===== src/rtl/vram_pkg.sv =====
// rtl/vram_pkg.sv - shared types and sizes for the video RAM read/write port arbiter
//   VRAM_AW / VRAM_DW : address and data width of the 32 KiB byte-wide video RAM
//   owner_e           : which requester owns an access (CPU or blitter)
//   arb_state_e       : arbiter ownership state
package vram_pkg;

  localparam int VRAM_AW = 15;
  localparam int VRAM_DW = 8;

  typedef enum logic {
    OWN_CPU = 1'b0,
    OWN_BLT = 1'b1
  } owner_e;

  typedef enum logic [1:0] {
    ARB_IDLE = 2'd0,
    ARB_CPU  = 2'd1,
    ARB_BLT  = 2'd2
  } arb_state_e;

endpackage


===== src/rtl/vram_rd_return.sv =====
// rtl/vram_rd_return.sv - owner-tagged read return pipe for the shared video RAM port
//   clk, rst_n             : clock, asynchronous active-low reset
//   rd_issue, rd_owner     : a read was accepted this edge, and by whom
//   ram_rdata              : registered RAM read data, valid the cycle after the address
//   cpu_rdata, cpu_rvalid  : CPU read return (rvalid is a one-cycle pulse)
//   blt_rdata, blt_rvalid  : blitter read return (rvalid is a one-cycle pulse)
module vram_rd_return
  import vram_pkg::*;
#(
  parameter int DW = VRAM_DW
) (
  input  logic          clk,
  input  logic          rst_n,
  input  logic          rd_issue,
  input  owner_e        rd_owner,
  input  logic [DW-1:0] ram_rdata,
  output logic [DW-1:0] cpu_rdata,
  output logic          cpu_rvalid,
  output logic [DW-1:0] blt_rdata,
  output logic          blt_rvalid
);

  // Stage 0 tags the cycle in which the RAM presents the data; stage 1 tags
  // the cycle in which the captured byte is presented to its owner.
  logic   tag_valid0, tag_valid1;
  owner_e tag_owner0, tag_owner1;

  always_ff @(posedge clk or negedge rst_n) begin
    if (!rst_n) begin
      tag_valid0 <= 1'b0;
      tag_valid1 <= 1'b0;
      tag_owner0 <= OWN_CPU;
      tag_owner1 <= OWN_CPU;
      cpu_rdata  <= '0;
      blt_rdata  <= '0;
    end else begin
      tag_valid0 <= rd_issue;
      tag_owner0 <= rd_owner;
      tag_valid1 <= tag_valid0;
      tag_owner1 <= tag_owner0;
      if (tag_valid0) begin
        if (tag_owner0 == OWN_CPU) cpu_rdata <= ram_rdata;
        else                       blt_rdata <= ram_rdata;
      end
    end
  end

  assign cpu_rvalid = tag_valid1 && (tag_owner1 == OWN_CPU);
  assign blt_rvalid = tag_valid1 && (tag_owner1 == OWN_BLT);

endmodule


===== src/rtl/vram_port_arbiter.sv =====
// rtl/vram_port_arbiter.sv - CPU / blitter arbiter for the video RAM read/write port
//   clk, rst_n                                      : clock, asynchronous active-low reset
//   cpu_req/we/addr/wdata, cpu_ack                  : CPU request and same-edge accept
//   cpu_rdata, cpu_rvalid                           : CPU read return, 2 cycles after accept
//   blt_req/we/addr/wdata/last, blt_ack             : blitter request, burst end, accept
//   blt_rdata, blt_rvalid                           : blitter read return
//   ram_addr, ram_wdata, ram_we, ram_rdata          : RAM read/write port
module vram_port_arbiter
  import vram_pkg::*;
#(
  parameter int AW        = VRAM_AW,
  parameter int DW        = VRAM_DW,
  parameter int MAX_BURST = 16
) (
  input  logic          clk,
  input  logic          rst_n,
  input  logic          cpu_req,
  input  logic          cpu_we,
  input  logic [AW-1:0] cpu_addr,
  input  logic [DW-1:0] cpu_wdata,
  output logic          cpu_ack,
  output logic [DW-1:0] cpu_rdata,
  output logic          cpu_rvalid,
  input  logic          blt_req,
  input  logic          blt_we,
  input  logic [AW-1:0] blt_addr,
  input  logic [DW-1:0] blt_wdata,
  input  logic          blt_last,
  output logic          blt_ack,
  output logic [DW-1:0] blt_rdata,
  output logic          blt_rvalid,
  output logic [AW-1:0] ram_addr,
  output logic [DW-1:0] ram_wdata,
  output logic          ram_we,
  input  logic [DW-1:0] ram_rdata
);

  // Count value at which a pending CPU request ends the blitter burst.
  localparam logic [7:0] BURST_END = 8'(MAX_BURST - 1);

  arb_state_e    state;
  owner_e        rr_last;
  logic [7:0]    burst_cnt;
  logic [AW-1:0] addr_q;
  logic          rd_issue;
  owner_e        rd_owner;

  // Grant decision. Acks are forced low under reset so that a requester
  // holding req through reset sees no accept and the RAM sees no write.
  always_comb begin
    cpu_ack = 1'b0;
    blt_ack = 1'b0;
    if (rst_n) begin
      if (state == ARB_BLT && blt_req) begin
        blt_ack = 1'b1;
      end else if (cpu_req && (!blt_req || rr_last == OWN_BLT)) begin
        cpu_ack = 1'b1;
      end else if (blt_req) begin
        blt_ack = 1'b1;
      end
    end
  end

  assign ram_we    = (cpu_ack && cpu_we) || (blt_ack && blt_we);
  assign ram_addr  = cpu_ack ? cpu_addr : (blt_ack ? blt_addr : addr_q);
  assign ram_wdata = cpu_ack ? cpu_wdata : blt_wdata;

  assign rd_issue = (cpu_ack && !cpu_we) || (blt_ack && !blt_we);
  assign rd_owner = cpu_ack ? OWN_CPU : OWN_BLT;

  always_ff @(posedge clk or negedge rst_n) begin
    if (!rst_n) begin
      state     <= ARB_IDLE;
      rr_last   <= OWN_BLT;
      burst_cnt <= '0;
      addr_q    <= '0;
    end else if (cpu_ack) begin
      state     <= ARB_CPU;
      rr_last   <= OWN_CPU;
      burst_cnt <= '0;
      addr_q    <= cpu_addr;
    end else if (blt_ack) begin
      rr_last <= OWN_BLT;
      addr_q  <= blt_addr;
      if (blt_last || (cpu_req && burst_cnt == BURST_END)) begin
        state     <= ARB_IDLE;
        burst_cnt <= '0;
      end else begin
        state <= ARB_BLT;
        // Saturating: once a CPU request appears the very next beat ends the burst.
        if (burst_cnt != BURST_END) burst_cnt <= burst_cnt + 8'd1;
      end
    end else begin
      state     <= ARB_IDLE;
      burst_cnt <= '0;
    end
  end

  vram_rd_return #(
    .DW(DW)
  ) u_rd_return (
    .clk       (clk),
    .rst_n     (rst_n),
    .rd_issue  (rd_issue),
    .rd_owner  (rd_owner),
    .ram_rdata (ram_rdata),
    .cpu_rdata (cpu_rdata),
    .cpu_rvalid(cpu_rvalid),
    .blt_rdata (blt_rdata),
    .blt_rvalid(blt_rvalid)
  );

endmodule


===== config.mk =====
export PLATFORM = sky130hd
export DESIGN_NAME = vram_port_arbiter
export DESIGN_NICKNAME = d
export VERILOG_FILES = /design/src/rtl/vram_pkg.sv /design/src/rtl/vram_rd_return.sv /design/src/rtl/vram_port_arbiter.sv
export SDC_FILE = /design/constraint.sdc
export NUM_CORES = 1
export LEC_CHECK = 0
export BUFFER_PORTS_ARGS = -buffer_cell sky130_fd_sc_hd__buf_4
export CAP_MARGIN = 30
export CORE_ASPECT_RATIO = 0.7
export CORE_MARGIN = 2
export CORE_UTILIZATION = 45
export CTS_CLUSTER_DIAMETER = 30
export CTS_CLUSTER_SIZE = 30
export DETAILED_ROUTE_END_ITERATION = 8
export HOLD_SLACK_MARGIN = 0.12
export PLACE_DENSITY = 0.8
export SLEW_MARGIN = 20
export SYNTH_ARGS = -nofsm -noshare
export SYNTH_HDL_FRONTEND = slang
export SYNTH_SLANG_ARGS = --single-unit

===== constraint.sdc =====
create_clock -name clk -period 2.19 [get_ports clk]
set_clock_uncertainty 0.1 [all_clocks]
set_input_delay 0.1095 -clock clk [delete_from_list [all_inputs] [get_ports clk]]
set_output_delay 0.1095 -clock clk [all_outputs]
set_load 0.03 [all_outputs]

; ---- After elaboration in Yosys (flattened, before gate mapping)
; Index checks and enable logic that the tools add are counted.
[word_totals]
register_bits = 46
out_inout_bits = 44
input_bits = 61
elab_cells = 56
[op_classes]
reduce_logical = 19
muxes = 20
eq_ne = 4
n_bitwise = 2
addsub = 1
[ops]
columns = op, count
row1 = $mux W8, 5
row2 = $mux W15, 2
row3 = $mux W1, 10
row4 = $logic_and A1 B1 Y1, 9
row5 = $add A8 B1 Y8 const B, 1
row6 = $eq A8 B4 Y1 const B, 1
row7 = $ne A8 B4 Y1 const B, 1
row8 = $mux W2, 3
row9 = $logic_or A1 B1 Y1, 4
row10 = $ne A4 B2 Y1 const B, 1
row11 = $reduce_and A2 Y1, 2
row12 = $logic_not A1 Y1, 3
row13 = $eq A2 B2 Y1 const B, 1
row14 = $not A1 Y1, 2
row15 = $reduce_bool A2 Y1, 1

; ---- Depth between registers and ports, before layout
[depth]
depth_word = 8
ltp_mapped = 6
depth_no_buf = 5

; ---- By module
; From an unflattened synthesis, not the netlist that was laid out.
[hier_totals]
hier_cells = 170
hier_area_um2 = 2031.9
[modules_own_cells]
columns = mod, area_per_inst_um2, cells_each, seq_area_each_um2, n_inst
row1 = vram_port_arbiter, 1277.5, 129, 651.9, 1
row2 = vram_rd_return, 754.5, 41, 500.5, 1

; ---- Worst setup path after synthesis
; Ideal clock, no wire load.
[synth_timing]
path_kind = reg-to-reg
from = register rr_last
to = register addr_q[10]
synth_period_minus_slack_ps = 2030
required_time_ps = 1883
setup_slack_ps = 160
path_buffers = 1
arrival_ps = 1723
setup_ps = 207
path_stages_with_launch = 5
path_cell_list = dfstp_2 -> nand2_1 -> a21o_1 -> clkbuf_1 -> o21ai_0
[synth_via]
elab_chain_cells = 7
elab_cells_between_ends = 10
cone_classes = mux: 8 / reduce/logical: 2
[synth_lines]
columns = element, line
row1 = start: declaration, vram_port_arbiter.sv:42  ; owner_e rr_last;
row2 = start signal: assignment, vram_port_arbiter.sv:74  ; rr_last <= OWN_BLT;
row3 = start signal: assignment, vram_port_arbiter.sv:79  ; rr_last <= OWN_CPU;
row4 = start signal: assignment, vram_port_arbiter.sv:83  ; rr_last <= OWN_BLT;
row5 = $logic_or A1 B1 Y1 *, vram_port_arbiter.sv:56  ; end else if (cpu_req && (!blt_req || rr_last == OWN_BLT)) begin
row6 = $logic_and A1 B1 Y1 *, vram_port_arbiter.sv:56
row7 = $mux W1, vram_port_arbiter.sv:56
row8 = $mux W1, vram_port_arbiter.sv:54  ; if (state == ARB_BLT && blt_req) begin
row9 = $mux W1, vram_port_arbiter.sv:53  ; if (rst_n) begin
row10 = $mux W15, n/a
row11 = $mux W15 *, vram_port_arbiter.sv:77  ; end else if (cpu_ack) begin
row12 = net ram_addr[10], vram_port_arbiter.sv:32  ; output logic [AW-1:0] ram_addr,
row13 = end signal: assignment, vram_port_arbiter.sv:81  ; addr_q <= cpu_addr;
row14 = end signal: assignment, vram_port_arbiter.sv:84  ; addr_q <= blt_addr;
row15 = end: declaration, vram_port_arbiter.sv:44  ; logic [AW-1:0] addr_q;
; The timed path passes the listed nets; every way through them passes the cells marked *.
; A chain may end at the register's enable or synchronous reset.

; ---- Worst setup path in the final report
[layout_timing]
from = register rr_last
to = register addr_q[4]
[layout_via]
elab_chain_cells = 7
elab_cells_between_ends = 10
cone_classes = mux: 8 / reduce/logical: 2
[layout_lines]
columns = element, line
row1 = $logic_or A1 B1 Y1 *, vram_port_arbiter.sv:56
row2 = $logic_and A1 B1 Y1 *, vram_port_arbiter.sv:56
row3 = $mux W1, vram_port_arbiter.sv:56
row4 = $mux W1, vram_port_arbiter.sv:54
row5 = $mux W1, vram_port_arbiter.sv:53
row6 = $mux W15, n/a
row7 = $mux W15 *, vram_port_arbiter.sv:77
; Every way passes the cells marked *; elsewhere a longest branch is shown, timed or not.

==> impl_metrics.csv <==
group,metric,value,unit
finish,post-route-util,78.7,%
timing,maxSlewViolCount,0,
yosys,synth_mux_area_share,13.9,%
yosys,synth-main-ff-cell,"dfrtp_1",
timing,timing.final.crit_share,100,%
pwr,leakagePower,1.66,nW
global_routing,grt_pass1_vias,2049,
route,detail-route-antenna-nets,0,
pwr,finalPower,0.00268,W
global_routing,grtUsageTotal,26.5,%
timing,setup_violations,1,
clocking,cts-root-buf,"clkbuf_8",
yosys,synth.yosys.seq_area_share,57.2,%
pwr,max-vdd-ir-drop,0.575,mV
worst_setup_path,end_kind,"register",
worst_setup_path,cp_data_required_time,2.32,ns
global_routing,overflow,0,
floorplanning,io_pins,105,
timing,rsz0062_at_grt,"yes",
yosys,synth_simple_gate_area_share,8.26,%
yosys,synth_edf_count,0,
global_routing,use_met2,49.8,%
route,drt_first_pass_iters,5,
global_routing,gr-max-usage-layer,"met2",
worst_setup_path,crit_type,"register to register",
finish,final_common_cell,"buf_4",
placed_design,gp_congestion,0.783,
placed_design,port_buffers,104,
floorplanning,start_util,46.6,%
worst_setup_path,cp.arrival,2.32,ns
clocking,cts_tree,"done",
timing,worstMarginPinSlew,0.704,ns
run_status,run_status,"complete, but fails checks",
clocking,post_cts_buffers,0,
floorplanning,core_region_area,0.00433,mm2
floorplanning,die_w,84.0,um
yosys,syn_inst,172,
global_routing,grt.met3_usage,7.46,%
yosys,ys_warn_count,0,
clocking,clk-insertion-delay-late,0.29,ns
yosys,ys_ff_latch,46,
floorplanning,die-height,60.0,um
global_routing,antenna_found_initial,0,
clocking,clkTransAtPathRegs,0.09,ns
finish,most-common-layout-cells,"108 x buf_4, 45 x dfrtp_1, 43 x dlygate4sd3_1",
timing,relSlewSlack,52.8,%
yosys,synth_fa_ha_area_share,0.621,%
route,vias,2006,
hold_path,hold_path.class,"primary input to asynchronous set/reset pin",
route,drt-initial-drc-count,101,
timing,hold_viol,0,
finish,area_growth,69.0,%
pwr,powerDensity,788,mW/mm2
yosys,synth_top_family_by_area,"compound AO/OA/AOI/OAI gates",
timing,timing.fmax,0.457,GHz
yosys,async_flop_share,100,%
flow_run,cap_viol_max_count,0,
floorplanning,rows,20,
route,wire_per_inst,17.1,um
timing,setup_ws,-0.000573,ns
worst_setup_path,crit_path_max_fanout,17,
clocking,cts_max_path_buffers,2,
worst_setup_path,critPathLaunchType,"register",
run_status,violations,"negative setup slack",
route,wirelength,6520,um
yosys,ys_types,37,
clocking,cts_max_level,2,
yosys,syn-cell-area,0.00202,mm2
finish,drive_gt1_share,44.5,%
timing,period_minus_slack,2.19,ns
global_routing,grt.met1_usage,30.5,%
yosys,synth_compound_area_share,14.3,%
yosys,synth_nets,234,
yosys,avgSynthCellArea,11.7,um2
route,via_per_inst,5.27,
global_routing,grt_max_degree,29,
floorplanning,design.die.area,0.00504,mm2
global_routing,grt_pass1_wl,10000,um
placed_design,dp.final_hpwl,3860,um
yosys,yosys.area_share.xor_xnor,0.869,%
finish,layout.nets,387,
clocking,cts_inserted_buffers,5,
clocking,clock_sinks,46,
route,drc,0,
finish,antennaDiodeCount,0,
## power by group
| part | internal (W) | switching, W | leakage (nW) |
|---|---|---|---|
| combinational | 0.000487 | 0.000582 | 1.05 |
| sequential | 0.00100 | 0.0000772 | 0.566 |
| clock | 0.000255 | 0.000278 | 0.0482 |
## cells by family (layout without fill, tap and decap cells)
group / Yosys count / count (layout)
DFF: 46 / 46
AOI/OAI and AO/OA: 44 / 44
and+or+nand+nor: 29 / 29
muxes: 25 / 25
buffers and inverters: 25 / 179
xor gates and xnor gates: 2 / 2
adders and majority gates: 1 / 1
## what timing repair did
item | in CTS | in global routing
hold buffers | 43 | 0
hold endpoints to repair | 82 | 0
resized for setup | 1 | 1
endpoints found under the setup margin | 1 | 4
## state kept, by name, summed over array words and instances, names as in the netlist
| signal | flops |
|---|---|
| addr_q | 15 |
| burst_cnt | 8 |
| u_rd_return.blt_rdata | 8 |
| u_rd_return.cpu_rdata | 8 |
| state | 2 |
| rr_last | 1 |
| u_rd_return.tag_owner0 | 1 |
| u_rd_return.tag_owner1 | 1 |
| u_rd_return.tag_valid0 | 1 |
| u_rd_return.tag_valid1 | 1 |
## worst max-delay path: stages (launching register included)
cell and delay (ns):
dfstp_2 0.59, nand2_1 0.06, a21o_1 0.21, buf_4 0.20, o21ai_0 0.33, dlygate4sd3_1 0.63
## worst paths after layout
kind                                        startpoint                      to  slack, ns  cells past startpoint
worst min-delay path                             rst_n               addr_q[2]       0.21                      2
max in group asynchronous                        rst_n  u_rd_return.tag_owner1       1.08                      3
worst max-delay path                           rr_last               addr_q[4]    -0.0006                      5
worst max register to register                 rr_last               addr_q[4]    -0.0006                      5
min in group clk                               blt_req            burst_cnt[0]       0.22                      4
worst min register to register  u_rd_return.tag_valid0  u_rd_return.tag_valid1       0.32                      0
## cell type report
cell class              count  area [um2]
multi-input cells         101         766
well taps                  55        68.8
clock buffers               7        86.3
clock inverters             1        5.00
inverters                  19        75.1
flip-flops and latches     46        1150
repair buffers            152        1250
fillers                   272         923
## per-stage QoR
step           hold WS, ns  std cells    TNS, ns  cell area [um2]  setup WS (ns)
3_5_place_dp       -0.0866        329          0             2870          0.321
3_3_place_gp       -0.0899        328          0             2860          0.321
2_1_floorplan       -0.286        172          0             2020          0.160
6_report             0.209        381  -0.000573             3410      -0.000573
4_1_cts              0.217        380          0             3390          0.110
5_1_grt              0.232        381    -0.0169             3410       -0.00832
## layer usage
metal,wire [um],up-vias
met2,3290,106
met4,127,0
met3,476,16
met5,0,-
li1,-,915
met1,2630,969
## synthesized netlist by cell type (2+ instances only)
| cell type | number | area, um2 |
|---|---|---|
| dfrtp_1 | 45 | 1130 |
| mux2_2 | 24 | 270 |
| inv_1 | 19 | 71.3 |
| o21ai_0 | 16 | 80.1 |
| a22oi_1 | 15 | 113 |
| nor2_1 | 6 | 22.5 |
| nand2_1 | 5 | 18.8 |
| buf_2 | 3 | 15.0 |
| clkbuf_1 | 3 | 11.3 |
| nand3_1 | 3 | 15.0 |
| a21oi_1 | 2 | 10.0 |
| a311o_1 | 2 | 20.0 |
| a31oi_1 | 2 | 12.5 |
| nand2b_1 | 2 | 12.5 |
| nor3_1 | 2 | 10.0 |
| o22ai_1 | 2 | 12.5 |
Power figures use the tool's default switching activity.
